## config.mk

```make
export PLATFORM = sky130hd
export DESIGN_NAME = sam_result_stage_flat
export DESIGN_NICKNAME = d
export VERILOG_FILES = /design/src/rtl/sam_result_stage_if.sv /design/src/rtl/sam_result_stage.sv /design/src/flat_wrapper.sv
export SDC_FILE = /design/constraint.sdc
export NUM_CORES = 1
export LEC_CHECK = 0
export CORE_ASPECT_RATIO = 1.4
export CORE_UTILIZATION = 55
export CTS_CLUSTER_SIZE = 8
export DETAILED_ROUTE_END_ITERATION = 8
export PLACE_DENSITY = 0.9
export SLEW_MARGIN = 0
export SYNTH_ARGS = -nofsm -noshare
export SYNTH_HDL_FRONTEND = slang
export SYNTH_SLANG_ARGS = --single-unit
```

## constraint.sdc

```tcl
create_clock -name clk -period 8.7 [get_ports clk]
set_clock_uncertainty 0.15 [all_clocks]
set_input_delay 1.305 -clock clk [delete_from_list [all_inputs] [get_ports clk]]
set_output_delay 1.305 -clock clk [all_outputs]
set_load 0.01 [all_outputs]
```

## src/rtl/sam_result_stage_if.sv

```systemverilog
// rtl/sam_result_stage_if.sv - handshake bundle between multiplier, result stage and sink
// Carries the product-in and result-out valid/ready channels of the result stage.
interface sam_result_stage_if #(
   parameter int MAG_W = 64,
   parameter int OUT_W = 64
);
   logic             in_valid;
   logic             in_ready;
   logic             in_sign;
   logic [MAG_W-1:0] in_mag;
   logic             out_valid;
   logic             out_ready;
   logic [OUT_W-1:0] out_data;
   logic             out_sat;

   modport slave (
      input  in_valid, in_sign, in_mag, out_ready,
      output in_ready, out_valid, out_data, out_sat
   );

   modport master (
      output in_valid, in_sign, in_mag, out_ready,
      input  in_ready, out_valid, out_data, out_sat
   );
endinterface

```

## src/rtl/sam_result_stage.sv

```systemverilog
// rtl/sam_result_stage.sv - sign-magnitude to saturated two's complement result FIFO
// Converts each accepted product on push and stores it with its saturation flag.
module sam_result_stage #(
   parameter int MAG_W = 64,
   parameter int OUT_W = 64,
   parameter int DEPTH = 2
) (
   input  logic                     clk,
   input  logic                     rst,
   sam_result_stage_if.slave        bus,
   output logic [15:0]              sat_count,
   output logic [$clog2(DEPTH):0]   occupancy
);
   localparam int AW = $clog2(DEPTH);
   localparam logic [AW:0] FULL = (AW+1)'(DEPTH);
   localparam logic signed [MAG_W:0] MAX_V = {{(MAG_W+2-OUT_W){1'b0}}, {(OUT_W-1){1'b1}}};
   localparam logic signed [MAG_W:0] MIN_V = {{(MAG_W+2-OUT_W){1'b1}}, {(OUT_W-1){1'b0}}};

   logic [OUT_W-1:0]  data_mem [DEPTH];
   logic [DEPTH-1:0]  sat_mem;
   logic [AW-1:0]     wr_ptr;
   logic [AW-1:0]     rd_ptr;
   logic              push;
   logic              pop;
   logic signed [MAG_W:0] v;
   logic [OUT_W-1:0]  conv_data;
   logic              conv_sat;

   assign bus.in_ready  = !rst && (occupancy != FULL);
   assign bus.out_valid = (occupancy != '0);
   assign bus.out_data  = bus.out_valid ? data_mem[rd_ptr] : '0;
   assign bus.out_sat   = bus.out_valid & sat_mem[rd_ptr];
   assign push = bus.in_valid & bus.in_ready;
   assign pop  = bus.out_valid & bus.out_ready;

   // One extra bit keeps -in_mag exact, so negative zero folds to 0 naturally.
   always_comb begin
      v         = bus.in_sign ? -$signed({1'b0, bus.in_mag}) : $signed({1'b0, bus.in_mag});
      conv_data = v[OUT_W-1:0];
      conv_sat  = 1'b0;
      if (v > MAX_V) begin
         conv_data = {1'b0, {(OUT_W-1){1'b1}}};
         conv_sat  = 1'b1;
      end else if (v < MIN_V) begin
         conv_data = {1'b1, {(OUT_W-1){1'b0}}};
         conv_sat  = 1'b1;
      end
   end

   always_ff @(posedge clk) begin
      if (push) begin
         data_mem[wr_ptr] <= conv_data;
         sat_mem[wr_ptr]  <= conv_sat;
      end
   end

   always_ff @(posedge clk) begin
      if (rst) begin
         wr_ptr    <= '0;
         rd_ptr    <= '0;
         occupancy <= '0;
         sat_count <= '0;
      end else begin
         if (push) wr_ptr <= wr_ptr + 1'b1;
         if (pop)  rd_ptr <= rd_ptr + 1'b1;
         case ({push, pop})
            2'b10:   occupancy <= occupancy + 1'b1;
            2'b01:   occupancy <= occupancy - 1'b1;
            default: occupancy <= occupancy;
         endcase
         if (push && conv_sat && sat_count != 16'hFFFF)
            sat_count <= sat_count + 1'b1;
      end
   end
endmodule
```

## src/flat_wrapper.sv

```systemverilog
// flat-port wrapper written by rule: the top's interface ports become plain ports
module sam_result_stage_flat 
#(
   parameter int MAG_W = 64,
   parameter int OUT_W = 64,
   parameter int DEPTH = 2
)
  (clk, rst, sat_count, occupancy, bus_in_valid, bus_in_sign, bus_in_mag, bus_out_ready, bus_in_ready, bus_out_valid, bus_out_data, bus_out_sat);
  sam_result_stage_if #(.MAG_W(MAG_W), .OUT_W(OUT_W)) bus_i ();
  input  logic clk;
  input  logic rst;
  output logic [15:0] sat_count;
  output logic [$clog2(DEPTH):0] occupancy;
  input wire logic [$bits(bus_i.in_valid)-1:0] bus_in_valid;
  input wire logic [$bits(bus_i.in_sign)-1:0] bus_in_sign;
  input wire logic [$bits(bus_i.in_mag)-1:0] bus_in_mag;
  input wire logic [$bits(bus_i.out_ready)-1:0] bus_out_ready;
  output wire logic [$bits(bus_i.in_ready)-1:0] bus_in_ready;
  output wire logic [$bits(bus_i.out_valid)-1:0] bus_out_valid;
  output wire logic [$bits(bus_i.out_data)-1:0] bus_out_data;
  output wire logic [$bits(bus_i.out_sat)-1:0] bus_out_sat;
  assign bus_i.in_valid = bus_in_valid;
  assign bus_i.in_sign = bus_in_sign;
  assign bus_i.in_mag = bus_in_mag;
  assign bus_i.out_ready = bus_out_ready;
  assign bus_in_ready = bus_i.in_ready;
  assign bus_out_valid = bus_i.out_valid;
  assign bus_out_data = bus_i.out_data;
  assign bus_out_sat = bus_i.out_sat;
  sam_result_stage #(.MAG_W(MAG_W), .OUT_W(OUT_W), .DEPTH(DEPTH)) u_core (.clk(clk), .rst(rst), .bus(bus_i), .sat_count(sat_count), .occupancy(occupancy));
endmodule
```

==> summary.md, run 1 <==
| Metric | Value |
|---|---|
| Global Route Usage Sum | between 20% and 30% |
| Post-Syn Area | 7910 sq um |
| Commonest non-fill, non-tap cell in the layout | clkdlybuf4s50_1 |
| CP max FO | 27 |
| Synth Net Count | slightly below 800 |
| Largest area contributor in the netlist | edfxtp_1 |
| Rel. slew slack | 24.7% |
| Max-slew violation count | 0 |
| Finished Cell Area | between 10000 and 15000 sq um |
| Antenna cells | 0 |
| Number of synthesized flops with an enable pin | 130 |
| Num ports | 154 |
| Rows | 51 |
| Crit path required time | roughly 8800 ps |
| Clk_lat worst skew | about 420 ps |
| TritonRoute pass-1 iters | 6 |
| Clk pwr share | ~30% |
| CTS-repair resized insts | 0 |
| M1 WL | 7380 microns |
| Final ANT Viol Nets | 0 |
| CTS Buffer Depth | 2 |
| First-pass GRT wire length | 31000 microns |
| Net Switching | approximately 700 uW |
| RePlAce Congestion | roughly 0.90 |
| Die width | 103 microns |
| Worst R2R Path Depth | 5 |
| Clk sinks | 151 |
| Synth area leaders | edfxtp_1 (49%), mux2i_1 (8.4%), xor2_1 (5.5%), dfxtp_1 (5.3%), nor2_1 (4.2%) |
| WHS Path Cells | 2 |
| CTS Hold Bufs | 0 |
| Post-synth cell types | 59 |
| Final hold violations | 0 |
| Critical path type | input port to flop |
| Yosys warning total | 0 |
| Largest net degree at the start of global routing | 68 |
| Wire length on met3 | 1400 microns |
| CTS H-Tree Depth | 4 |
| Main synth FF type | edfxtp_1 |
| Non-Filler Instances | 1042 |
| Worst EP arrival | 5430 ps |
| Reg clk slew, reported paths | approximately 60 ps |
| Area after DPL | 9590 sq um |
| Drt wl/cell | between 15 and 20 microns |
| Max IR drop VDD | 0.000189 V |
| Total number of vias | just over 6000 |
| Drt drc | 0 |
| Final setup violation count | 0 |
| Nature of the critical path endpoint | flop |
| Pint | 1670 uW |
| Post-CTS setup buffer count | 0 |
| Root buf cell | clkbuf_16 |
| Placed Cells | 1010 |
| Post-synthesis sequential area ratio | 54.7% |
| Yosys top cell area share | 49.4% |
| Final hold slack | approximately 330 ps |
| Unrepaired setup endpoints after global routing | false |
| Vias/cell | 5.97 |
| Max Fclk | between 0.15 and 0.2 GHz |
| Fraction of power spent switching nets | between 20 and 30% |
| TritonCTS buffer count | 17 |
| 1st-iter DRT viols | 513 |
| Status | finished, final reports clean |
| Metal2 WL | about 10000 microns |
| Worst hold path type | flop to flop |
| Worst-Margin Slew | 1130 ps |
| Routed WL | 19900 microns |
| FFs w/ async S/R, synth | 0% |
| Comb pwr share | 29.7% |
| Startpoint Class | input port |
| Minimum clock period | 5350 ps |
| Antenna violations before repair | 0 |
| LEAKAGE | 0.00336 uW |
| Die H | ~140 microns |
| Initial Util | 56.6% |
| DP HPWL | 13200 microns |
| CTS tree | yes |
| Most frequent cells in the layout | clkdlybuf4s50_1 (152), edfxtp_1 (130), nor2_1 (84), mux2i_1 (66), a21oi_1 (53) |
| Layout cells sized above 1 | slightly above 8% |
| Cells after Synth | 705 |
| Power per standard cell area | 233 nW/um^2 |
| Period utilization | between 60% and 70% |
| Core region area | 14000 sq um |
| Syn avg cell area | 11.2 sq um |
| Max layer used | met4 |
| Max Cap Viol | 0 |
| Die area | 14900 sq um |
| Fin nets | approximately 920 |
| Fin Setup TNS | 0 ps |
| Global route overflow | 0 |
| Flop pwr share | 39.7% |
| Yosys reg bits | 151 |
| Port Buffers | 153 |
| Vias in the first global route | 6078 |
| Layout area overhead | 28.6% |
critical path: stages:
cell,delay [ps]
clkdlybuf4s50_1,440
inv_1,90
ha_1,210
or4b_1,540
nor3_1,220
nand4b_2,310
or2_2,430
o21ai_2,490
nand2_1,660
buf_4,470
a21oi_1,250
per-stage QoR:
step	util, %	setup WS [ps]	total power [uW]
4_1_cts	72.8	3390	2380
3_3_place_gp	68.6	3140	1640
6_report	72.8	3350	2370
2_1_floorplan	-	3520	1300
3_5_place_dp	68.6	2970	1650
5_1_grt	72.8	3090	2460
cells by family after synthesis:
group / after synthesis / share of synthesized area [%]
mux: 67 / 8.50
fa+ha+maj: 12 / 1.65
compound gates: 140 / 11.1
simple gates: 219 / 14.3
xor+xnor: 64 / 7.09
buf+inv: 52 / 2.72
flops: 151 / 54.7
synthesized netlist by cell type (6+ instances only):
library cell  count
dfxtp_1          21
nor4_1            6
inv_1            13
edfxtp_1        130
nand3_1          15
clkbuf_1         23
nor2_1           88
xnor2_1          14
nor3_1           12
maj3_1            7
nand2_1          40
o41ai_1          10
buf_2            10
or3_1            12
o21ai_0          39
o31ai_1          19
or4_1             8
a21oi_1          53
xor2_1           50
mux2i_1          66
metal layers:
metal  global-route usage [%]  vias to the layer above
met2                     48.0                      307
met3                     6.27                       59
li1                         -                     2877
met5                        0                        -
met4                     14.2                        0
met1                     32.7                     2981
final timing paths:
path	startpoint	to	slack, ps
max	bus_in_mag[0]	u_core.data_mem[0][16]	3350
min	u_core.sat_count[12]	u_core.sat_count[12]	330
max reg2reg	u_core.occupancy[0]	u_core.data_mem[0][29]	5790
min reg2reg	u_core.sat_count[12]	u_core.sat_count[12]	330
area by class of cell:
class / count / area, sq um
clock buffers: 21 / 462
clock inverters: 11 / 120
fillers: 890 / 3810
inverters: 13 / 48.8
multi-input cells: 502 / 3410
flip-flops and latches: 151 / 4330
well taps: 185 / 231
repair buffers: 159 / 1570
sequential cells by signal, summed over array words and instances (netlist names), named ones only:
name / cells
u_core.sat_count: 16
u_core.sat_mem: 2
u_core.wr_ptr: 1
u_core.data_mem: 128
u_core.occupancy: 2
u_core.rd_ptr: 1
power by group through the flow:
stage / registers, uW / logic, uW / clock network (uW)
2_1_floorplan: 896 / 405 / 0
3_5_place_dp: 955 / 700 / 0
4_1_cts: 941 / 707 / 727
6_report: 940 / 705 / 724
5_1_grt: 949 / 760 / 756
3_3_place_gp: 953 / 688 / 0
(Power assumes the default switching activity.)
==> run 2, diff against run 1 <==
CORE_UTILIZATION = 47   (was 55)
PLACE_DENSITY = 0.82   (was 0.9)
clock period = 4.9 ns   (was 8.7 ns; I/O delays follow)
==> summary.md, run 2 (synthesis results as in run 1) <==
| Metric | Value |
|---|---|
| Worst EP arrival | 3920 ps (-1510 ps) |
| Post-CTS setup buffer count | 0 (unchanged) |
| Max IR drop VDD | 0.000462 V (+140%) |
| Period utilization | roughly 81% |
| Max FFs per register | 128 (unchanged) |
| TritonRoute pass-1 iters | 8 (+2) |
| Final hold slack | 344 ps (+15.0 ps) |
| Layout area overhead | 30.2% |
| Placed Cells | 1032 (+2.2%) |
| Die H | 155 microns (+8.1%) |
| Register name with the most flops | u_core.data_mem |
| Worst reg2reg path endpoint | u_core.sat_count[9] |
| Final worst slack | 940 ps (-2410 ps) |
| RePlAce Congestion | 0.868 (-3.8%) |
| First-pass GRT wire length | 32100 microns (+3.7%) |
| WHS Path Cells | 2 (unchanged) |
| Rows | 55 (+7.8%) |
| HP Start | u_core.sat_count[12] |
| Crit path required time | 4860 ps (-3920 ps) |
| Die width | 112 microns (+8.0%) |
| Reg2Reg Setup Slack | 2320 ps (-3470 ps) |
| Clk sinks | 151 (unchanged) |
| Critical path type | input port to flop |
| CTS Buffer Depth | 2 (unchanged) |
| Max-slew violation count | 0 (unchanged) |
| Final hold violations | 0 (unchanged) |
| Root buf cell | clkbuf_16 |
| Commonest non-fill, non-tap cell in the layout | clkdlybuf4s50_1 |
| DP HPWL | 13800 microns (+4.4%) |
| TritonCTS buffer count | 17 (unchanged) |
| Largest net degree at the start of global routing | 66 (-2.9%) |
| Startpoint Class | input port |
| Vias/cell | 5.76 (-3.6%) |
| Reg clk slew, reported paths | 60 ps (about the same) |
| Dpl ws | 569 ps (-2400 ps) |
| Initial Util | 48.5% (-8.1 points) |
| Hold endpoint | u_core.sat_count[12] |
| Global Route Usage Sum | 23.8% (-4.3 points) |
| Worst R2R Path Depth | 8 (+3) |
| Nature of the critical path endpoint | flop |
| Routed WL | 20000 microns (+0.45%) |
| Drt drc | 9 (+9) |
| Rel. slew slack | 21.6% (-3.1 points) |
| LEAKAGE | 0.00341 uW (+1.4%) |
| Most frequent cells in the layout | clkdlybuf4s50_1 (152), edfxtp_1 (130), nor2_1 (84), mux2i_1 (66), a21oi_1 (53) |
| Max Fclk | 0.253 GHz |
| Vias in the first global route | 6188 (+1.8%) |
| CTS-repair resized insts | 0 (unchanged) |
| Global route overflow | 0 (unchanged) |
| Status | complete, but fails checks |
| Worst hold path type | flop to flop |
| Die area | 17400 sq um (+17%) |
| Fin Setup TNS | 0 ps (unchanged) |
| Drt wl/cell | 18.8 microns (-1.6%) |
| Antenna cells | 0 (unchanged) |
| Reg-to-Reg Start | u_core.sat_count[5] |
| Layout cells sized above 1 | 9.25% (+1.2 points) |
| 1st-iter DRT viols | 326 (-36%) |
| Max Cap Viol | 0 (unchanged) |
| Port Buffers | 153 (unchanged) |
| Minimum clock period | 3960 ps |
| CTS Hold Bufs | 0 (unchanged) |
| CP max FO | 50 (+85%) |
| Antenna violations before repair | 0 (unchanged) |
| Fin nets | 924 (+0.87%) |
| Core region area | 16300 sq um (+17%) |
| Clk_lat worst skew | 420 ps (about the same) |
| CTS tree | yes |
| Total number of vias | 6129 (-1.5%) |
| Unrepaired setup endpoints after global routing | false |
| Failing checks | DRC |
| Non-Filler Instances | 1064 (+2.1%) |
| Power per standard cell area | 413 nW/um^2 (+78%) |
| Final setup violation count | 0 (unchanged) |
| Num ports | 154 (unchanged) |
| Worst-Margin Slew | 1180 ps (+46.9 ps) |
| Top Registers | u_core.data_mem: 128 flops, u_core.sat_count: 16 flops |
| Final ANT Viol Nets | 0 (unchanged) |
| CTS H-Tree Depth | 4 (unchanged) |
-- run 2: changes by cell type in the layout (fill, tap and decap cells not counted), sizes merged --
cell      before  now
buf            7   15
clkbuf        21   17
inv           17   20
clkinvlp       0    2
clkinv         5    4
-- run 2: critical path, cell delays in order --
cell and delay (ps):
clkdlybuf4s50_1 480, or4_1 630, nor2_2 220, nand4b_4 270, o31ai_4 380, xnor2_2 120
buf_4 220, nand2_1 70, buf_4 470, o21ai_0 260
-- run 2: layout make-up --
class	count	area [sq um]
fill	1249	6010
sequential	151	4330
multi-input combinational	502	3410
timing repair buffer	167	1660
clock buffer	17	425
tap	199	249
clock inverter	15	186
inverter	13	48.8
-- run 2: where the power goes --
part / internal [uW] / total [uW] / switching (uW)
Clock: 773 / 1330 / 557
Sequential: 1530 / 1670 / 137
Combinational: 651 / 1260 / 608
-- run 2: metal layers --
| metal | GRT usage [%] | part of all wire [%] | routed length (microns) |
|---|---|---|---|
| met1 | 26.6 | 38 | 7520 |
| met2 | 43.1 | 53 | 10600 |
| met3 | 4.36 | 5.0 | 1010 |
| met4 | 12.2 | 4.2 | 830 |
| met5 | 0 | 0 | 0 |
-- run 2: stage by stage --
step	total power [uW]	instance area, sq um	util (%)
after floorplan	2310	7910	-
after global placement	2940	9690	59.4
after detailed placement	2960	9690	59.4
after CTS	4290	10300	63.2
after global routing	4440	10300	63.2
final	4260	10300	63.2
-- run 2: worst max path at each step --
stage | startpoint | endpoint | depth (start not counted)
5_1_grt | bus_in_mag[3] | u_core.data_mem[0][40] | 10
3_3_place_gp | bus_in_mag[3] | u_core.data_mem[0][18] | 10
6_report | bus_in_mag[3] | u_core.data_mem[0][40] | 10
4_1_cts | bus_in_mag[3] | u_core.data_mem[0][40] | 10
2_1_floorplan | rst | u_core.data_mem[0][0] | 3
3_5_place_dp | bus_in_mag[3] | u_core.data_mem[1][40] | 10
